$ cat src/rtl/rv32i_types.sv
// Shared RV32I front-end types: chooser encoding, branch-update bundle and
// reset values for the predictor's saturating counters.
package rv32i_types;

    typedef enum logic [1:0] {
        local_st  = 2'b00,
        local_lt  = 2'b01,
        global_lt = 2'b10,
        global_st = 2'b11
    } selector_t;

    localparam int unsigned BPRED_LHIST_BITS = 4;
    localparam int unsigned BPRED_GHIST_BITS = 8;

    // local/global are keywords, hence the _pred suffix on those fields
    typedef struct packed {
        logic [31:0]                 pc;
        logic                        taken;
        logic                        local_pred;
        logic                        global_pred;
        logic [BPRED_LHIST_BITS-1:0] lhist;
        logic [BPRED_GHIST_BITS-1:0] ghist;
        logic                        mispredict;
    } bpred_upd_t;

    localparam selector_t SEL2_RESET = local_lt;

    function automatic int unsigned ctr_reset_val(input int unsigned bits);
        return (2 ** (bits - 1)) - 1;
    endfunction

endpackage

$ cat src/rtl/bpred_table.sv
// DEPTH x WIDTH saturating-counter array: one combinational MSB read port and
// one saturating increment/decrement write port.
module bpred_table
    import rv32i_types::*;
#(
    parameter int unsigned           IDX_BITS  = 4,
    parameter int unsigned           WIDTH     = 2,
    parameter logic [WIDTH-1:0]      RESET_VAL = '0
) (
    input  logic                clk_i,
    input  logic                rst_ni,
    input  logic [IDX_BITS-1:0] rd_idx_i,
    output logic                rd_msb_o,
    input  logic                wr_en_i,
    input  logic [IDX_BITS-1:0] wr_idx_i,
    input  logic                wr_inc_i
);

    localparam int unsigned DEPTH = 2 ** IDX_BITS;

    logic [WIDTH-1:0] mem_q [DEPTH];
    logic [WIDTH-1:0] wr_cur;
    logic [WIDTH-1:0] wr_d;

    assign rd_msb_o = mem_q[rd_idx_i][WIDTH-1];

    always_comb begin
        wr_cur = mem_q[wr_idx_i];
        wr_d   = wr_cur;
        if (wr_inc_i) begin
            if (wr_cur != '1) begin
                wr_d = wr_cur + 1'b1;
            end
        end else begin
            if (wr_cur != '0) begin
                wr_d = wr_cur - 1'b1;
            end
        end
    end

    always_ff @(posedge clk_i or negedge rst_ni) begin
        if (!rst_ni) begin
            mem_q <= '{default: RESET_VAL};
        end else if (wr_en_i) begin
            mem_q[wr_idx_i] <= wr_d;
        end
    end

endmodule

$ cat src/rtl/tournament_bpred.sv
// Tournament branch predictor: local-history PHT, gshare PHT and per-PC chooser,
// with speculative global history restored on mispredict.
module tournament_bpred
    import rv32i_types::*;
#(
    parameter int unsigned PC_IDX_BITS = 6,
    parameter int unsigned LHIST_BITS  = 4,
    parameter int unsigned GHIST_BITS  = 8,
    parameter int unsigned CTR_BITS    = 2,
    parameter int unsigned SEL_BITS    = 2
) (
    input  logic                  clk,
    input  logic                  rst,
    input  logic                  pred_valid,
    input  logic [31:0]           pred_pc,
    output logic                  pred_taken,
    output logic                  pred_local,
    output logic                  pred_global,
    output logic [LHIST_BITS-1:0] pred_lhist,
    output logic [GHIST_BITS-1:0] pred_ghist,
    input  logic                  upd_valid,
    input  logic [31:0]           upd_pc,
    input  logic                  upd_taken,
    input  logic                  upd_local,
    input  logic                  upd_global,
    input  logic [LHIST_BITS-1:0] upd_lhist,
    input  logic [GHIST_BITS-1:0] upd_ghist,
    input  logic                  upd_mispredict
);

    localparam int unsigned LHT_DEPTH = 2 ** PC_IDX_BITS;
    localparam logic [CTR_BITS-1:0] CTR_RST = CTR_BITS'(ctr_reset_val(CTR_BITS));
    localparam logic [SEL_BITS-1:0] SEL_RST = (SEL_BITS == 2) ? SEL_BITS'(SEL2_RESET)
                                                              : SEL_BITS'(ctr_reset_val(SEL_BITS));

    logic [LHIST_BITS-1:0]  lht_q [LHT_DEPTH];
    logic [GHIST_BITS-1:0]  ghr_q;
    logic [GHIST_BITS-1:0]  ghr_d;

    logic [PC_IDX_BITS-1:0] pred_li;
    logic [GHIST_BITS-1:0]  pred_gi;
    logic [PC_IDX_BITS-1:0] upd_li;
    logic [GHIST_BITS-1:0]  upd_gi;
    logic                   sel_global;
    logic                   sel_wr_en;
    logic                   unused_pc;

    assign unused_pc = ^{pred_pc, upd_pc};

    assign pred_li = pred_pc[PC_IDX_BITS+1:2];
    assign pred_gi = pred_pc[GHIST_BITS+1:2] ^ ghr_q;
    assign upd_li  = upd_pc[PC_IDX_BITS+1:2];
    assign upd_gi  = upd_pc[GHIST_BITS+1:2] ^ upd_ghist;

    assign pred_lhist = lht_q[pred_li];
    assign pred_ghist = ghr_q;
    assign pred_taken = sel_global ? pred_global : pred_local;

    // Chooser only learns when the components disagreed; moves toward the correct one
    assign sel_wr_en = upd_valid && (upd_local != upd_global);

    bpred_table #(
        .IDX_BITS  (LHIST_BITS),
        .WIDTH     (CTR_BITS),
        .RESET_VAL (CTR_RST)
    ) u_lpht (
        .clk_i    (clk),
        .rst_ni   (rst),
        .rd_idx_i (pred_lhist),
        .rd_msb_o (pred_local),
        .wr_en_i  (upd_valid),
        .wr_idx_i (upd_lhist),
        .wr_inc_i (upd_taken)
    );

    bpred_table #(
        .IDX_BITS  (GHIST_BITS),
        .WIDTH     (CTR_BITS),
        .RESET_VAL (CTR_RST)
    ) u_gpht (
        .clk_i    (clk),
        .rst_ni   (rst),
        .rd_idx_i (pred_gi),
        .rd_msb_o (pred_global),
        .wr_en_i  (upd_valid),
        .wr_idx_i (upd_gi),
        .wr_inc_i (upd_taken)
    );

    bpred_table #(
        .IDX_BITS  (PC_IDX_BITS),
        .WIDTH     (SEL_BITS),
        .RESET_VAL (SEL_RST)
    ) u_chooser (
        .clk_i    (clk),
        .rst_ni   (rst),
        .rd_idx_i (pred_li),
        .rd_msb_o (sel_global),
        .wr_en_i  (sel_wr_en),
        .wr_idx_i (upd_li),
        .wr_inc_i (upd_global == upd_taken)
    );

    // Mispredict recovery outranks speculation; a same-cycle prediction is wrong-path
    always_comb begin
        ghr_d = ghr_q;
        if (upd_valid && upd_mispredict) begin
            ghr_d = {upd_ghist[GHIST_BITS-2:0], upd_taken};
        end else if (pred_valid) begin
            ghr_d = {ghr_q[GHIST_BITS-2:0], pred_taken};
        end
    end

    always_ff @(posedge clk or negedge rst) begin
        if (!rst) begin
            ghr_q <= '0;
            lht_q <= '{default: '0};
        end else begin
            ghr_q <= ghr_d;
            if (upd_valid) begin
                lht_q[upd_li] <= {upd_lhist[LHIST_BITS-2:0], upd_taken};
            end
        end
    end

endmodule

$ cat config.mk
export PLATFORM = sky130hd
export DESIGN_NAME = tournament_bpred
export DESIGN_NICKNAME = d
export VERILOG_FILES = /design/src/rtl/rv32i_types.sv /design/src/rtl/bpred_table.sv /design/src/rtl/tournament_bpred.sv
export SDC_FILE = /design/constraint.sdc
export NUM_CORES = 2
export LEC_CHECK = 0
export ABC_AREA = 1
export ABC_CLOCK_PERIOD_IN_PS = 4900
export BUFFER_PORTS_ARGS = -buffer_cell sky130_fd_sc_hd__buf_2
export CORE_ASPECT_RATIO = 1.75
export CORE_MARGIN = 5
export CORE_UTILIZATION = 40
export CTS_BUF_LIST = sky130_fd_sc_hd__clkbuf_4 sky130_fd_sc_hd__clkbuf_8
export DETAILED_ROUTE_END_ITERATION = 10
export PLACE_DENSITY = 0.63
export SLEW_MARGIN = 20
export SYNTH_ARGS = -nofsm -noshare
export SYNTH_HDL_FRONTEND = slang
export SYNTH_SLANG_ARGS = --single-unit
export TNS_END_PERCENT = 50
$ cat constraint.sdc
create_clock -name clk -period 4.9 [get_ports clk]
set_input_delay 0.245 -clock clk [delete_from_list [all_inputs] [get_ports clk]]
set_output_delay 0.245 -clock clk [all_outputs]
set_load 0.01 [all_outputs]
==> impl_results.md <==
* Largest net degree at the start of global routing at 134
* Class of the tightest hold or removal check: in2async
* Leakage at 27.1 nW
* Top fanout value on the critical path at 37
* Run status: finished, final reports clean
* Count of endpoints failing setup in the final report at 0
* Required time of the critical path at 4660 ps
* Clock tree from TritonCTS: built
* CTS Root Buffer Type: clkbuf_8
* Summed area of non-filler cells in the final layout at 0.0575 mm²
* Clk buf depth at 3
* Post-synthesis sequential element count at 936
* Global-route wire length before repair at 302,000 µm
* Initial drt markers at 4,691
* GRT Total Usage at 28.7%
* Measured slew at the worst slew-check pin at 1210 ps
* Worst Setup End Kind: primary output
* Share of post-route cells with drive strength above 1 at 11.1%
* Clock Skews at 85.4 ps
* Count of buffers added by post-CTS timing repair for setup at 0
* Routed Antenna Nets at 0
* Clk slew on worst S/H paths at 70 ps
* FMAX at 0.211 GHz
* Placed insts at 8,960
* Final hold violation count at 0
* Crit start category: flip-flop
* Starting utilization of the core area at 40.2%
* Number of vias per cell after detailed routing at 5.52
* Number of maximum-capacitance constraint violations at 0
* Average footprint of a synthesized cell at 6.88 µm²
* First-pass DRT Iterations at 8
* Htree depth at 4
* Wire length per cell after detailed routing at 21.6 µm
* Number of vias after detailed routing at 51.2k
* CTS buffer count at 150
* Util after Layout at 44.8%
* Number of clock sinks at 936
* Yosys synthesis warning count at 0
* DIE HEIGHT at 485 µm
* Die area at 0.137 mm²
* Final worst path period need at 4740 ps
* Wire length after detailed routing at 200,000 µm
* Cells after Synth at 7,504
* HPWL Detailed at 127,000 µm
* Clock network latency to the later pin of the worst-skew pair at 920 ps
* Vias in the first global route at 50.4k
* Hold slack at 47.9 ps
* Power density of the placed cells at 357 mW/mm²
* Crit share post-route at 96.7%
* Pins Over Slew Limit at 0
* Count of unresolved DRC violations after routing at 0
* Routability congestion estimate from global placement at 0.970
* Cell row count at 174
* Normalized max-slew margin at 18.9%
* Number of antenna violations at the first check in global routing at 7
* I/O Buffers at 50
* Area growth syn-to-layout at 11.4%
* Worst IR Drop VDD at 0.277 mV
* Reg-to-reg setup timing slack at 920 ps
* Classification of the worst setup path: reg2out
* Post-synth cell types at 40
* Overall die width at 282 µm
* I/O Pins at 99
* Netlist area before placement at 0.0516 mm²
* Gr ovfl total at 0
* Sequential area share after synthesis at 46.2%
* # nets final at 7,546
* Arr. time, crit path at 4490 ps
* Core Footprint at 0.128 mm²
* Net count after synthesis at 7,588
* Placed cell area at 0.0538 mm²
* Non-filler instance count after layout at 9,266
synth_stat cells:
master	count	share of area [%]
clkbuf_1	207	1.5
a211oi_1	1	0.015
nor3_1	190	1.8
o21ai_0	421	4.1
o211ai_1	90	1.3
nand3_1	765	7.4
nand3_2	1	0.019
buf_4	33	0.48
dfstp_2	336	17
o22ai_1	17	0.21
buf_2	122	1.2
a21oi_1	157	1.5
nor2_1	388	2.8
o221ai_1	8	0.14
inv_1	631	4.6
xor2_1	3	0.051
a22oi_1	16	0.23
inv_2	6	0.044
a31oi_1	4	0.048
xnor2_1	12	0.20
clkinv_1	14	0.10
a221oi_1	13	0.22
o2111ai_1	1	0.017
o21ai_1	21	0.20
o2bb2ai_1	4	0.068
and2_1	2	0.024
or2_2	2	0.024
a221o_1	5	0.097
buf_1	49	0.36
and3_1	2	0.024
nand2_2	2	0.024
nor2_4	2	0.044
xnor2_4	1	0.053
o21a_1	1	0.015
nand3b_1	3	0.044
xnor2_2	1	0.032
nand4_1	39	0.47
dfrtp_1	600	29
nor2_2	2	0.024
nand2_1	3332	24
state kept, by name, indices dropped and copies added, names as in the netlist:
signal and flops:
u_gpht.mem_q 512, lht_q 256, u_chooser.mem_q 128, u_lpht.mem_q 32, pred_ghist 8
metrics by stage:
stage / total power [W] / setup TNS, ps / setup slack (ps)
after floorplan: 0.0111 / 0 / 2330
after global placement: 0.0128 / 0 / 826
after detailed placement: 0.0128 / 0 / 753
after CTS: 0.0206 / 0 / 291
after global routing: 0.0213 / -2.50 / -2.50
final: 0.0205 / 0 / 163
worst paths after layout:
path	start	endpoint	depth (start not counted)
max	pred_ghist[0]$_DFFE_PN0P_	pred_taken	16
min	rst	u_chooser.mem_q[1]$_DFFE_PN0P_	2
max reg2reg	pred_ghist[0]$_DFFE_PN0P_	pred_ghist[0]$_DFFE_PN0P_	17
min reg2reg	u_chooser.mem_q[28]$_DFFE_PN1P_	u_chooser.mem_q[28]$_DFFE_PN1P_	2
max in group asynchronous	rst	u_gpht.mem_q[255]$_DFFE_PN0P_	3
min in group clk	upd_pc[4]	u_chooser.mem_q[112]$_DFFE_PN1P_	6
layout make-up:
cell class | count | area [µm²]
Tap cell | 1672 | 2090
Multi-Input combinational cell | 5506 | 23600
Inverter | 651 | 2450
Fill cell | 13246 | 70900
Clock buffer | 245 | 3070
Timing Repair Buffer | 217 | 2030
Clock inverter | 32 | 364
Sequential cell | 936 | 23800
Antenna cell | 7 | 17.5
cell families after synthesis:
| kind of cell | after synthesis | share of synthesized area (%) |
|---|---|---|
| buffers and inverters | 1062 | 8.26 |
| DFF | 936 | 46.2 |
| xor gates and xnor gates | 17 | 0.339 |
| and+or+nand+nor | 4730 | 37.0 |
| AOI/OAI and AO/OA | 759 | 8.17 |
where the power goes:
part           internal [W]  switching, W  total (W)  leakage, nW
registers           0.00859      0.000371    0.00896         11.5
clock network       0.00421       0.00349    0.00770         1.81
logic               0.00102       0.00284    0.00387         13.8
routing by layer:
layer | global-route usage (%) | share of wire [%] | up-vias
li1 | - | - | 23618
met1 | 32.4 | 35 | 24312
met2 | 46.9 | 47 | 2434
met3 | 6.16 | 8.4 | 797
met4 | 22.5 | 9.5 | 2
met5 | 0 | 0.0065 | -
critical path: stages (launching register included):
cell and delay, ps:
dfrtp_1 570, inv_1 160, nand2_1 140, nand2_4 250
buf_12 290, o21ai_0 160, nor2_1 50, o21ai_0 330
nand2_1 120, nand2_1 80, nand3_1 150, nand3_1 340
nand3_1 120, nand3_1 100, nand3_1 220, and2_1 340
buf_2 180
placed cells by master (no fill, tap or decap), drive strengths merged, types with 7 or more instances in the layout:
master and n:
nand4 39, diode 7, nor3 190, inv 644, dfrtp 600, xnor2 14, a21oi 157, dlygate4sd3 22
o211ai 90, o22ai 17, clkbuf 245, buf 195, nand2 3334, clkinv 31, a221oi 13, nand3 766
o221ai 8, a22oi 16, nor2 392, o21ai 442, dfstp 336
repair_timing:
action / in CTS / in global routing
resized for setup: 0 / 1
hold buffers: 22 / 0
setup endpoints to repair: 0 / 1
endpoints found under the hold margin: 189 / 0
(Power assumes the default switching activity.)
